### config.mk
export PLATFORM = sky130hd
export DESIGN_NAME = bcd_count_2digit
export DESIGN_NICKNAME = d
export VERILOG_FILES = /design/src/rtl/bcd_count_2digit.sv
export SDC_FILE = /design/constraint.sdc
export NUM_CORES = 1
export LEC_CHECK = 0
export ABC_AREA = 1
export ABC_CLOCK_PERIOD_IN_PS = 1800
export BUFFER_PORTS_ARGS = -buffer_cell sky130_fd_sc_hd__buf_2
export CAP_MARGIN = 10
export CORE_MARGIN = 2
export CORE_UTILIZATION = 41
export DETAILED_ROUTE_END_ITERATION = 12
export MAX_ROUTING_LAYER = met4
export PLACE_DENSITY = 0.62
export SLEW_MARGIN = 20
export SYNTH_ARGS = -nofsm -noshare
export SYNTH_HDL_FRONTEND = slang
export SYNTH_SLANG_ARGS = --single-unit
### constraint.sdc
create_clock -name clk -period 1.8 [get_ports clk]
set_input_delay 0.36 -clock clk [delete_from_list [all_inputs] [get_ports clk]]
set_output_delay 0.36 -clock clk [all_outputs]
set_load 0.03 [all_outputs]
### src/rtl/bcd_count_2digit.sv
// Two-digit BCD up/down counter with prescaler, programmable modulus, clear/load and step/carry pulses.
// Count/pulse outputs are registered and update on the step edge; zero is combinational; en stalls it, with no backpressure.
module bcd_count_2digit #(
    parameter int DIV    = 1,
    parameter int MODULO = 100
) (
    input  logic       clk,
    input  logic       reset,
    input  logic       clear,
    input  logic       load,
    input  logic [3:0] load_tens,
    input  logic [3:0] load_units,
    input  logic       en,
    input  logic       up,
    output logic [3:0] units,
    output logic [3:0] tens,
    output logic       step,
    output logic       carry,
    output logic       zero
);

    localparam logic [3:0]  MAX_TENS  = 4'((MODULO - 1) / 10);
    localparam logic [3:0]  MAX_UNITS = 4'((MODULO - 1) % 10);
    localparam logic [15:0] PRE_LAST  = 16'(DIV - 1);

    logic [3:0]  units_q, units_d;
    logic [3:0]  tens_q, tens_d;
    logic [15:0] pre_q, pre_d;
    logic        step_q, step_d;
    logic        carry_q, carry_d;
    logic [3:0]  ld_tens, ld_units;
    logic        at_max, at_zero;

    assign at_max  = (tens_q == MAX_TENS) && (units_q == MAX_UNITS);
    assign at_zero = (tens_q == 4'd0) && (units_q == 4'd0);

    always_comb begin
        units_d  = units_q;
        tens_d   = tens_q;
        pre_d    = pre_q;
        step_d   = 1'b0;
        carry_d  = 1'b0;
        ld_tens  = (load_tens  > 4'd9) ? 4'd9 : load_tens;
        ld_units = (load_units > 4'd9) ? 4'd9 : load_units;

        if (clear) begin
            units_d = 4'd0;
            tens_d  = 4'd0;
            pre_d   = 16'd0;
        end else if (load) begin
            pre_d = 16'd0;
            // Digit-wise ">= MODULO" test against the split MODULO-1 constants.
            if ((ld_tens > MAX_TENS) || ((ld_tens == MAX_TENS) && (ld_units > MAX_UNITS))) begin
                tens_d  = MAX_TENS;
                units_d = MAX_UNITS;
            end else begin
                tens_d  = ld_tens;
                units_d = ld_units;
            end
        end else if (en) begin
            if (pre_q == PRE_LAST) begin
                pre_d  = 16'd0;
                step_d = 1'b1;
                if (up) begin
                    if (at_max) begin
                        units_d = 4'd0;
                        tens_d  = 4'd0;
                        carry_d = 1'b1;
                    end else if (units_q < 4'd9) begin
                        units_d = units_q + 4'd1;
                    end else begin
                        units_d = 4'd0;
                        tens_d  = tens_q + 4'd1;
                    end
                end else begin
                    if (at_zero) begin
                        units_d = MAX_UNITS;
                        tens_d  = MAX_TENS;
                        carry_d = 1'b1;
                    end else if (units_q > 4'd0) begin
                        units_d = units_q - 4'd1;
                    end else begin
                        units_d = 4'd9;
                        tens_d  = tens_q - 4'd1;
                    end
                end
            end else begin
                pre_d = pre_q + 16'd1;
            end
        end
    end

    always_ff @(posedge clk or posedge reset) begin
        if (reset) begin
            units_q <= 4'd0;
            tens_q  <= 4'd0;
            pre_q   <= 16'd0;
            step_q  <= 1'b0;
            carry_q <= 1'b0;
        end else begin
            units_q <= units_d;
            tens_q  <= tens_d;
            pre_q   <= pre_d;
            step_q  <= step_d;
            carry_q <= carry_d;
        end
    end

    assign units = units_q;
    assign tens  = tens_q;
    assign step  = step_q;
    assign carry = carry_q;
    assign zero  = at_zero;

endmodule

# Word-level counts from Yosys, hierarchy flattened
# Index checks and enable logic that the tools add are counted.
[totals]
reg_bits = 26
input_bits = 14
output_inout_bits = 11
wordCells = 69
[classes]
addsub = 5
order_cmp = 6
n_eq_ne = 5
mux = 37
n_reduce_logical = 11
[ops]
columns = ["op", "count"]
rows = [
  ["2-to-1 mux 4 bit", 22],
  ["2-to-1 mux 16 bit", 4],
  ["adder 16 x 1 -> 16 bit (second input constant)", 1],
  ["greater-than comparator 4 bit (second input constant)", 4],
  ["logical NOT 16 bit", 1],
  ["== test 4 bit (second input constant)", 3],
  ["2-to-1 mux 1 bit", 11],
  ["!= test 5 bit (second input constant)", 2],
  ["adder 4 x 1 -> 4 bit (second input constant)", 2],
  ["logical NOT 4 bit", 2],
  ["subtractor 4 x 1 -> 4 bit (second input constant)", 2],
  ["nonzero test 3 bit", 2],
  ["greater-than comparator 4 x 1 -> 1 bit (second input constant)", 1],
  ["< comparator 4 bit (second input constant)", 1],
  ["AND reduction 4 bit", 1],
  ["logical AND 1 bit", 3],
  ["AND reduction 2 bit", 1],
  ["logical OR 1 bit", 1],
]

# Logic depth before layout (Yosys ltp)
[logic_depth]
word_depth = 8
mapped_depth = 11
mapped_depth_nobuf = 11

# Least setup slack after synthesis
# OpenSTA, ideal clock, no wires.
[synth_timing]
kind = "reg-to-reg"
start = "register units_q[0] (netlist: units[0])"
end = "register tens_q[1] (netlist: tens[1])"
setup_ns = 0.066
arrival_time_ns = 1.740
t_required_ns = 1.734
slack_ns = -0.006
path_stages_with_launch = 12
n_path_buf = 0
synth_period_minus_slack_ns = 1.806
path_cell_list = "dfrtp_1 -> inv_1 -> ha_1 -> nand2_1 -> nor2_1 -> nand2_1 -> inv_1 -> o21ai_0 -> nand2_1 -> nand2_1 -> nand2_1 -> nand2_1"
[synth_via]
elab_chain_cells = 8
word_cells_on_any_way = 16
cone_classes = "order compare: 2; eq/ne: 3; mux: 7; reduce/logical: 4"
[synth_lines]
columns = ["element", "line_no", "text"]
rows = [
  ["from (decl)", "26", "logic [3:0] units_q, units_d;"],
  ["from (signal assigned)", "101", "units_q <= units_d;"],
  ["logical NOT 4 bit *", "35", "assign at_zero = (tens_q == 4'd0) && (units_q == 4'd0);"],
  ["logical AND 1 bit *", "35", ""],
  ["named net zero", "19", "output logic zero"],
  ["2-to-1 mux 4 bit", "76", "if (at_zero) begin"],
  ["2-to-1 mux 4 bit", "64", "if (up) begin"],
  ["2-to-1 mux 4 bit", "61", "if (pre_q == PRE_LAST) begin"],
  ["2-to-1 mux 4 bit", "60", "end else if (en) begin"],
  ["2-to-1 mux 4 bit", "50", "end else if (load) begin"],
  ["2-to-1 mux 4 bit", "46", "if (clear) begin"],
  ["to (signal assigned)", "102", "tens_q <= tens_d;"],
  ["to (decl)", "27", "logic [3:0] tens_q, tens_d;"],
]
# Mark *: on every way through the listed nets, which the timed path passes. The rest lies on a longest branch. The select of a mux whose other input is x is not followed.
# A chain may end at the register's enable or synchronous reset.

# Final worst setup path
[layout_timing]
start = "register units_q[1] (netlist: units[1])"
end = "output zero"
[layout_via]
elab_chain_cells = 2
[layout_lines]
columns = ["element", "line_no"]
rows = [
  ["logical NOT 4 bit", "35"],
  ["logical AND 1 bit", "35"],
  ["to (decl)", "19"],
]
# Every way passes these cells.

==> flow_summary.yaml <==
clock_tree:
  cts_buffers: 3
  h-tree-depth: 1
  clk_latency_ns: 0.27
  cts.clk_slew.worst_paths_ns: 0.09
  cts.sinks: 26
  cts_tree: "built"
  cts.path.max_buffers: 2
  cts-root-buf: "clkbuf_8"
placed_design:
  dp.cells: 372
  preCtsSetupSlack_ns: 0.143
  dpl_cell_area_sq_mm: 0.00218
  io_buffers: 24
  place_hpwl_mm: 3.69
  place.gp.congestion: 0.892
die:
  initial_core_util_pct: 42.0
  coreArea_sq_mm: 0.00466
  die_area_sq_mm: 0.00534
  fp.dieH_microns: 73.1
  rows: 25
  ios: 25
  die_x_microns: 73.1
worst_setup_path:
  crit_path_end_kind: "output pin"
  crit_top_cell: "inv_2"
  crit_slowest_cell: "dfrtp_1"
  cp.required_ns: 1.44
  arrival_ns: 1.40
  path_max_fanout: 4
  crit_chain: "inv_2 > ha_4 > nand2_2 > nor2_1 > nand2_1 > inv_2 > buf_6"
  start_kind: "flop"
  crit_type: "flop to output pin"
  cpPeakStageDelay_ns: 0.40
finish:
  regArea_sq_um: 653
  antennaDiodeCount: 0
  stdcell_count: 381
  layout.nets: 350
  fill_cells: 471
  area_growth_pct: 18.2
  drive_gt1_share_pct: 21.4
  multi_input_area_sq_mm: 0.00117
  stdcell_area_sq_mm: 0.00231
timing:
  drv_slew: 0
  setup_viol: 0
  max_slew.worst_pin.slew_ns: 0.529
  hold_viol: 0
  finalCritPeriodShare_pct: 97.6
  fmax_ghz: 0.569
  fin_setup_tns_ns: 0
  skew_ns: 0.00373
  layout_setup_ws_ns: 0.0427
  slew_headroom_pct: 64.7
  rsz0062_at_grt: "true"
  min_period_ns: 1.76
pwr:
  max-vdd-ir-drop_uv: 344
  power_density_mw_per_mm2: 659
  leakage_uw: 0.00119
  fin_total_pwr_uw: 1520
worst_hold_path:
  hp-class: "input pin to async pin"
global_route:
  grt_pass1_vias: 1794
  grt_antenna_before_repair: 0
  overflow: 0
  grt.met2_usage_pct: 30.7
  track_usage_pct: 19.5
  busiest_layer: "met2"
  met1_usage_pct: 27.5
  grt_max_degree: 15
  use_met3_pct: 1.24
  grt_first_pass_wirelength_mm: 8.12
synth:
  yosys-top-cells-area: "dfrtp_1, nand2_1, nor2_1"
  yosys.area.top_type: "dfrtp_1"
  syn-num-nets: 312
  netlist_instances: 290
  yosysWarnings: 0
  synth-edff-count: 0
  syn_area_sq_mm: 0.00196
  syn_area_per_cell_sq_um: 6.75
  synth_seq_area_share_pct: 33.2
  yosysMostFrequentCell: "nand2_1"
  ys_types: 26
  synth_commonest_cells: "nand2_1, nor2_1, nand3_1, inv_1, dfrtp_1"
  async_flop_share_pct: 100
  synth_top_area_share_pct: 33.2
  ys_ff_latch: 26
  ys.flop_type: "dfrtp_1"
routing:
  via_per_inst: 5.10
  drtPass1Iterations: 4
  wl_mm: 4.77
  drcViolationCount: 0
  vias: 1944
  antenna_left: 0
  wl_per_cell_microns: 12.5
  drt_iter0_drc: 79
job:
  cap_violations: 0
run_status:
  status: "complete, no violations"
## state kept, by name (all words and copies together), names as in the netlist
register,cells
carry,1
pre_q,16
units,4
tens,4
step,1
## logic make-up (layout without fill, tap and decap cells)
| logic type | Yosys count | count (layout) | synth area share, % |
|---|---|---|---|
| xor+xnor | 8 | 8 | 3.58 |
| compound gates | 25 | 25 | 6.39 |
| simple gates | 184 | 184 | 43.0 |
| fa+ha+maj | 8 | 8 | 5.12 |
| flops | 26 | 26 | 33.2 |
| buf+inv | 39 | 76 | 8.63 |
## stage by stage
stage               util, %  hold WS, ns
finish                 49.6        0.110
global route           49.6        0.136
CTS                    48.6        0.122
detailed placement     46.8        0.418
global placement       46.8        0.417
floorplan                 -        0.400
## path summary, 6_finish.rpt
path | startpoint | to | slack, ns | depth (start not counted)
worst max-delay path | units[1] | zero | 0.04 | 7
worst min-delay path | reset | pre_q[4] | 0.11 | 2
worst max register to register | pre_q[2] | tens[2] | 0.17 | 8
worst min register to register | pre_q[13] | pre_q[13] | 0.56 | 2
max in group asynchronous | reset | pre_q[14] | 1.17 | 3
min in group clk | load | step | 0.41 | 4
## routing by layer
metal  up-vias  wire length (microns)
met5         -                      0
met4         0                     38
met3         2                    139
met2        38                   2250
met1       894                   2340
li1       1010                      -
## timing repair
item                       in CTS  in global routing
resized for setup               9                  6
hold buffers                    0                  0
pin swaps                       1                  3
setup endpoints to repair       1                  4
gates cloned                    0                  0
hold endpoints to repair        0                  0
setup buffers                   1                  4
## report_power, final
part | leakage, uW | switching (uW) | internal (uW) | total [uW]
logic | 0.000811 | 302 | 193 | 495
clock network | 0.0000288 | 191 | 196 | 387
registers | 0.000352 | 33.2 | 610 | 643
## worst max-delay path, delay by kind of cell (launching register included)
family	cells	cell delay, ns
fa+ha+maj	1	0.15
simple gates	3	0.27
flops	1	0.40
buf+inv	3	0.30
## cell type report
cell class / count / share of cell area [%]
inverters: 32 / 5.30
multi-input cells: 225 / 50.5
clock buffers: 4 / 2.38
flip-flops and latches: 26 / 28.2
repair buffers: 40 / 10.7
well taps: 54 / 2.92
## layout by cell type, fill, tap and decap left out
cell type,count
nand4_2,1
nand3_1,33
nand3_2,4
clkbuf_8,4
nand4_1,9
dfrtp_2,2
inv_2,5
ha_4,2
buf_6,1
nor3_1,9
xnor2_1,1
nor3_2,1
buf_4,16
nand2_1,72
ha_1,6
xor2_1,7
dfrtp_1,24
inv_4,1
nand2_2,4
a21oi_1,13
o21ai_0,8
and3_2,1
nor2_2,2
clkinv_1,1
o21ai_1,4
nor2_4,3
nor2_1,45
inv_1,25
buf_2,23
(Power assumes the default switching activity.)
